===== src/rtl/cpu_run_pkg.sv =====
// cpu_run_pkg: shared states, bus addresses and status codes for the run sequencer
package cpu_run_pkg;
  typedef enum logic [1:0] {S_IDLE, S_BOOT, S_RUN, S_DONE} state_t;
  localparam logic [7:0] IN_ADDR = 8'hF9;
  localparam logic [7:0] OUT0_ADDR = 8'hFD;
  localparam logic [7:0] OUT1_ADDR = 8'hFE;
  localparam logic [7:0] OUT2_ADDR = 8'hFF;
  localparam logic [15:0] HALT_INSTR = 16'h0001;
  localparam logic [1:0] ST_OK = 2'b00;
  localparam logic [1:0] ST_TIMEOUT = 2'b01;
endpackage


===== src/rtl/io_store_capture.sv =====
// io_store_capture: address-decoded capture of the three result bytes from the CPU store bus
module io_store_capture (
  input  logic       clk,
  input  logic       rst_n,
  input  logic       en,
  input  logic       clr,
  input  logic       we,
  input  logic [7:0] addr,
  input  logic [7:0] wdata,
  output logic [7:0] q0,
  output logic [7:0] q1,
  output logic [7:0] q2
);
  import cpu_run_pkg::*;
  // clear wins over capture; each result byte keeps the last store to its address
  always_ff @(posedge clk or negedge rst_n) begin
    if (!rst_n) begin
      q0 <= '0;
      q1 <= '0;
      q2 <= '0;
    end else if (clr) begin
      q0 <= '0;
      q1 <= '0;
      q2 <= '0;
    end else if (en && we) begin
      if (addr == OUT0_ADDR) q0 <= wdata;
      if (addr == OUT1_ADDR) q1 <= wdata;
      if (addr == OUT2_ADDR) q2 <= wdata;
    end
  end
endmodule


===== src/rtl/cpu_run_ctrl.sv =====
// cpu_run_ctrl: boots the CPU per job, watches for HALT or watchdog expiry and hands back results
module cpu_run_ctrl #(
  parameter int TIMEOUT_CYCLES = 1023,
  parameter int BOOT_CYCLES = 2
) (
  input  logic        CLK,
  input  logic        RESET_N,
  input  logic        start_valid,
  output logic        start_ready,
  input  logic [7:0]  start_data,
  input  logic        abort,
  output logic        cpu_rst,
  output logic        cpu_hold,
  input  logic [15:0] instr,
  input  logic        cpu_mem_we,
  input  logic [7:0]  cpu_mem_addr,
  input  logic [7:0]  cpu_mem_wdata,
  output logic [7:0]  in_port_data,
  output logic        res_valid,
  input  logic        res_ready,
  output logic [7:0]  res_q0,
  output logic [7:0]  res_q1,
  output logic [7:0]  res_q2,
  output logic [1:0]  res_status,
  output logic [15:0] run_cycles
);
  import cpu_run_pkg::*;
  state_t state, state_d;
  logic [15:0] boot_cnt, boot_d, cnt_d;
  logic [1:0] status_d;
  logic [7:0] in_d;
  logic clr;
  assign start_ready = state == S_IDLE;
  assign cpu_rst = state == S_BOOT;
  assign cpu_hold = state != S_RUN;
  assign res_valid = state == S_DONE;
  // state, boot/run counters, status and the sampled input byte
  always_ff @(posedge CLK or negedge RESET_N) begin
    if (!RESET_N) begin
      state <= S_IDLE;
      boot_cnt <= '0;
      run_cycles <= '0;
      res_status <= ST_OK;
      in_port_data <= '0;
    end else begin
      state <= state_d;
      boot_cnt <= boot_d;
      run_cycles <= cnt_d;
      res_status <= status_d;
      in_port_data <= in_d;
    end
  end
  // sequencing: abort beats everything, HALT beats the watchdog in the same cycle
  always_comb begin
    state_d = state;
    boot_d = boot_cnt;
    cnt_d = run_cycles;
    status_d = res_status;
    in_d = in_port_data;
    clr = 1'b0;
    case (state)
      S_IDLE: if (start_valid) begin
        state_d = S_BOOT;
        boot_d = '0;
        cnt_d = '0;
        status_d = ST_OK;
        in_d = start_data;
        clr = 1'b1;
      end
      S_BOOT: begin
        if (abort) state_d = S_IDLE;
        else if (boot_cnt == 16'(BOOT_CYCLES - 1)) state_d = S_RUN;
        else boot_d = boot_cnt + 16'd1;
      end
      S_RUN: begin
        if (abort) state_d = S_IDLE;
        else begin
          cnt_d = run_cycles + 16'd1;
          if (instr == HALT_INSTR) begin
            state_d = S_DONE;
            status_d = ST_OK;
          end else if (cnt_d == 16'(TIMEOUT_CYCLES)) begin
            state_d = S_DONE;
            status_d = ST_TIMEOUT;
          end
        end
      end
      default: if (abort || res_ready) state_d = S_IDLE;
    endcase
  end
  io_store_capture u_cap (
    .clk(CLK),
    .rst_n(RESET_N),
    .en(state == S_RUN),
    .clr(clr),
    .we(cpu_mem_we),
    .addr(cpu_mem_addr),
    .wdata(cpu_mem_wdata),
    .q0(res_q0),
    .q1(res_q1),
    .q2(res_q2)
  );
endmodule


===== config.mk =====
export PLATFORM = sky130hd
export DESIGN_NAME = cpu_run_ctrl
export DESIGN_NICKNAME = d
export VERILOG_FILES = /design/src/rtl/cpu_run_pkg.sv /design/src/rtl/io_store_capture.sv /design/src/rtl/cpu_run_ctrl.sv
export SDC_FILE = /design/constraint.sdc
export NUM_CORES = 1
export LEC_CHECK = 0
export ABC_AREA = 1
export ABC_CLOCK_PERIOD_IN_PS = 2800
export CAP_MARGIN = 5
export CORE_ASPECT_RATIO = 1.25
export CORE_MARGIN = 4
export CORE_UTILIZATION = 45
export CTS_CLUSTER_DIAMETER = 30
export CTS_CLUSTER_SIZE = 14
export DETAILED_ROUTE_END_ITERATION = 16
export PLACE_DENSITY = 0.77
export SYNTH_ARGS = -nofsm -noshare
export SYNTH_HDL_FRONTEND = slang
export SYNTH_SLANG_ARGS = --single-unit

===== constraint.sdc =====
create_clock -name CLK -period 2.8 [get_ports CLK]
set_clock_uncertainty 0.1 [all_clocks]
set_input_delay 0.28 -clock CLK [delete_from_list [all_inputs] [get_ports CLK]]
set_output_delay 0.28 -clock CLK [all_outputs]
set_load 0.03 [all_outputs]

# After elaboration in Yosys (flattened, before gate mapping)
# Index checks and enable logic that the tools add are counted.
[word_totals]
reg_bits = 68
inputBits = 46
output_inout_bits = 54
[op_classes]
addsub = 2
mux = 30
reduce_logical = 18
n_eq_ne = 17
[op_table]
columns = ["op", "count"]
rows = [
  ["8-bit 2-to-1 mux", 9],
  ["16-bit 2-to-1 mux", 4],
  ["16-bit case mux with 2 select lines", 2],
  ["16-bit by 1-bit adder with 16-bit output, second input constant", 2],
  ["16-bit by 1-bit equality test with 1-bit output, second input constant", 2],
  ["8-bit equality test, second input constant", 3],
  ["2-bit 2-to-1 mux", 11],
  ["16-bit by 10-bit equality test with 1-bit output, second input constant", 1],
  ["4-bit AND reduction", 3],
  ["2-bit nonzero test", 6],
  ["2-bit != test, second input constant", 5],
  ["2-bit AND reduction", 4],
  ["2-bit case mux with 3 select lines", 1],
  ["2-bit equality test, second input constant", 2],
  ["4-bit != test, second input constant", 1],
  ["2-bit case mux with 2 select lines", 1],
  ["4-bit nonzero test", 1],
  ["3-bit by 2-bit != test with 1-bit output, second input constant", 1],
  ["3-bit != test, second input constant", 1],
  ["3-bit AND reduction", 1],
  ["2-bit by 1-bit equality test with 1-bit output, second input constant", 1],
  ["2-bit logical NOT", 1],
  ["1-bit 2-to-1 mux", 2],
  ["1-bit logical AND", 1],
  ["1-bit logical OR", 1],
]

# Longest topological paths before layout
[logic_depth]
ltp_word = 6
mapped_depth = 14

# Hierarchy
# Synthesis repeated with hierarchy kept, for this count alone.
[unflattened]
cells_unflattened = 487
area_unflattened_um2 = 3880.0
[by_module_without_submodules]
columns = ["module", "seq_area_each_um2", "cells_per_inst", "area_per_inst_um2", "instances"]
rows = [
  ["cpu_run_ctrl", 1076.0, 350, 2626.3, 1],
  ["io_store_capture", 600.6, 137, 1253.7, 1],
]

# Worst setup path after synthesis
# Ideal clock, no wire load.
[synth_timing]
path_kind = "reg-to-reg"
from = "reg run_cycles[1]"
to = "reg state[1]"
arrival_ns = 1.825
path_buffers = 0
setup_ns = 0.117
stages_incl_launch_ff = 13
synth_period_minus_slack_ns = 2.041
slack_ns = 0.759
path_cell_list = "dfrtp_1 -> ha_1 -> nand3_2 -> o21ai_1 -> nand2_1 -> nor2_2 -> nand2_1 -> nor2_2 -> nand3_2 -> nand3_2 -> nand2_2 -> nand2_1 -> nand2_1"
[synth_via]
elab_chain_len = 4
[synth_rtl]
columns = ["element", "line_no", "rtl"]
rows = [
  ["start, declared", "cpu_run_ctrl.sv:25", "output logic [15:0] run_cycles"],
  ["start signal, assigned", "cpu_run_ctrl.sv:48", "run_cycles <= cnt_d;"],
  ["16-bit by 1-bit adder with 16-bit output", "cpu_run_ctrl.sv:78", "cnt_d = run_cycles + 16'd1;"],
  ["16-bit by 10-bit equality test with 1-bit output", "cpu_run_ctrl.sv:82", "end else if (cnt_d == 16'(TIMEOUT_CYCLES)) begin"],
  ["4-bit != test (no source line)", "--", ""],
  ["4-bit AND reduction (no source line)", "--", ""],
  ["end signal, assigned", "cpu_run_ctrl.sv:46", "state <= state_d;"],
  ["end, declared", "cpu_run_ctrl.sv:28", "state_t state, state_d;"],
]
# Every way passes these cells.
# A chain may end at the register's enable or synchronous reset.

# Worst setup path in the final report
[layout_timing]
from = "reg state[0]"
to = "out cpu_rst"
[layout_via]
elab_chain_len = 1
[layout_rtl]
columns = ["element", "line_no", "rtl"]
rows = [
  ["2-bit by 1-bit equality test with 1-bit output", "cpu_run_ctrl.sv:34", "assign cpu_rst = state == S_BOOT;"],
  ["end, declared", "cpu_run_ctrl.sv:12", "output logic cpu_rst,"],
]
# Every way passes these cells.

==> results.json <==
{
  "area_delta_synth_final_pct": 34.3,
  "core_sq_um": 7840,
  "vias_per_cell": 5.24,
  "setup.worst_path.class": "flip-flop to output pin",
  "cellPowerDensity_nw_per_um2": 749,
  "syn_avg_cell_area_sq_um": 7.93,
  "synth_edf_count": 0,
  "fin_nets": 612,
  "clk_path_buf_depth": 2,
  "start_util": 0.463,
  "grt_max_degree": 42,
  "synthCells": 458,
  "finalMaxSlewViolations": 0,
  "post-route-period-util": 0.777,
  "drtIter0Drc": 223,
  "cts.sinks": 67,
  "cts_max_level": 3,
  "reg2reg_depth": 14,
  "die_h_um": 108,
  "ys.warnings.count": 0,
  "fin_tns_setup_ns": 0,
  "cts-resized-gates": 0,
  "ys.flop_type": "dfrtp_1",
  "crit_path_end_kind": "output pin",
  "hold-path-endpoint": "in_port_data[3]",
  "arrival_ns": 1.79,
  "synth_cell_type_count": 34,
  "worstMarginPinSlew_ns": 0.909,
  "grtUsageTotal": 0.215,
  "path_clk_slew_ns": 0.08,
  "netlist_area_sq_um": 3630,
  "die_area_sq_um": 9580,
  "vias": 3468,
  "cp_max_fo": 7,
  "gr-usage-met3": 0.0709,
  "rows": 36,
  "fmax_mhz": 460,
  "syn_nets": 508,
  "fin_crit_ns": 2.17,
  "worst_r2r_startpoint": "run_cycles[1]",
  "dr.pass1.iters": 4,
  "cp_slowest_cell": "clkdlybuf4s50_1",
  "antenna_found_initial": 0,
  "power.leakage_nw": 2.04,
  "hold_viol": 0,
  "drt-total-wl_mm": 9.46,
  "drive_above_1_share": 0.115,
  "fp.dieW_um": 88.3,
  "grt_pass1_vias": 3502,
  "post_cts_buffers": 0,
  "drc": 0,
  "outcome": "completed",
  "grt_setup_unrepaired": "no",
  "portBuffers": 98,
  "hpwl_mm": 7.29,
  "hold_depth": 3,
  "ctsRootBufferMaster": "clkbuf_8",
  "numCtsBuffers": 9,
  "final_common_cell": "nand2_1",
  "num_antenna_cells": 0,
  "ir_drop_mv": 0.582,
  "worstHoldStart": "start_data[3]",
  "grt_use_met2": 0.360,
  "drv_cap": 0,
  "setup_viol": 0,
  "top_usage_layer": "met2",
  "final_cell_mix": "nand2_1 (140), clkdlybuf4s50_1 (97), dfrtp_1 (67)",
  "critical_path.cell_chain": "inv_2 -> nor2_4 -> clkdlybuf4s50_1",
  "worstPathRequired_ns": 2.42,
  "wire_per_inst_um": 14.3,
  "cts_tree": "yes",
  "reg2reg_slack_ns": 0.74,
  "overflow": 0,
  "gp_congestion": 0.913,
  "grt_use_met1": 0.249,
  "clock_latency_ns": 0.35,
  "total_power_w": 0.00365,
  "r2r-end": "state[0]",
  "n_fill_cell": 704,
  "hp-class": "primary input to flip-flop",
  "cp-start-kind": "flip-flop",
  "antenna_left": 0,
  "seq_area_frac_synth": 0.462,
  "grt_pass1_wl_mm": 16.1,
  "io_pins": 100,
  "relSlewSlack": 0.394,
  "cpPeakStageDelay_ns": 0.72,
  "async_reset_ff_frac": 1.00,
  "synth.ff_latch_count": 67,
  "holdBufCountCts": 1
}
[metal layers]
metal / wire length, um / up-vias
met5: 0 / -
met4: 210 / 0
met3: 802 / 16
met2: 4700 / 121
met1: 3750 / 1622
li1: - / 1709
[flip-flops by register name (all words and copies together), names as in the netlist]
name / flops
res_status: 1
u_cap.q0: 8
u_cap.q2: 8
in_port_data: 8
state: 2
run_cycles: 16
boot_cnt: 16
u_cap.q1: 8
[synthesized netlist by cell type, drive strengths merged (8+ instances only)]
library cell  number  area share
buf               12       0.020
dfrtp             67        0.46
inv               42       0.043
nand2            152        0.17
nand3             25       0.043
nand4             17       0.031
nor2              43       0.058
nor3              14       0.021
o21ai             45       0.062
o31ai              8       0.017
xor2               8       0.019
[power by group]
part           total [W]  leakage, nW  internal, W  switching (W)
combinational    0.00159         1.06     0.000596       0.000998
sequential       0.00136        0.891      0.00119       0.000165
clock           0.000701       0.0852     0.000317       0.000384
[cell type report]
type / count / area, sq um / share of cell area
multi-input combinational: 337 / 1720 / 0.354
inverter: 42 / 158 / 0.0323
clock buffer: 9 / 124 / 0.0254
clock inverter: 7 / 43.8 / 0.00898
timing repair buffer: 105 / 1030 / 0.211
sequential: 67 / 1680 / 0.344
tap: 95 / 119 / 0.0244
[cell families (layout without fill, tap and decap cells)]
group / Yosys count / after routing / synth area share
DFF: 67 / 67 / 0.462
other: 1 / 1 / 0.00103
AOI/OAI and AO/OA: 64 / 64 / 0.0996
xor gates and xnor gates: 9 / 9 / 0.0217
adders and majority gates: 4 / 4 / 0.0138
and+or+nand+nor: 258 / 258 / 0.336
muxes: 1 / 1 / 0.00310
buffers and inverters: 54 / 163 / 0.0631
[worst max-delay path by stage]
stage / from / end / slack [ns]
global route: run_cycles[1] / res_status[0] / 0.48
finish: state[0] / cpu_rst / 0.63
floorplan: run_cycles[1] / state[1] / 0.76
global placement: abort / run_cycles[1] / 0.76
detailed placement: start_valid / u_cap.q0[7] / 0.71
CTS: state[0] / cpu_rst / 0.60
[per-stage QoR]
step	setup slack (ns)	std cells	utilization	instance area, sq um	hold slack, ns
global route	0.482	662	0.622	4880	0.352
finish	0.626	662	0.622	4880	0.364
detailed placement	0.713	645	0.599	4700	0.370
global placement	0.755	645	0.599	4700	0.353
floorplan	0.759	458	-	3630	-0.116
CTS	0.603	662	0.622	4880	0.349
[critical path, delay by kind of cell (launching register included)]
kind                   cells  cell delay, ns
buffers and inverters      2            0.79
DFF                        1            0.46
and+or+nand+nor            1            0.21
(Power assumes the default switching activity.)
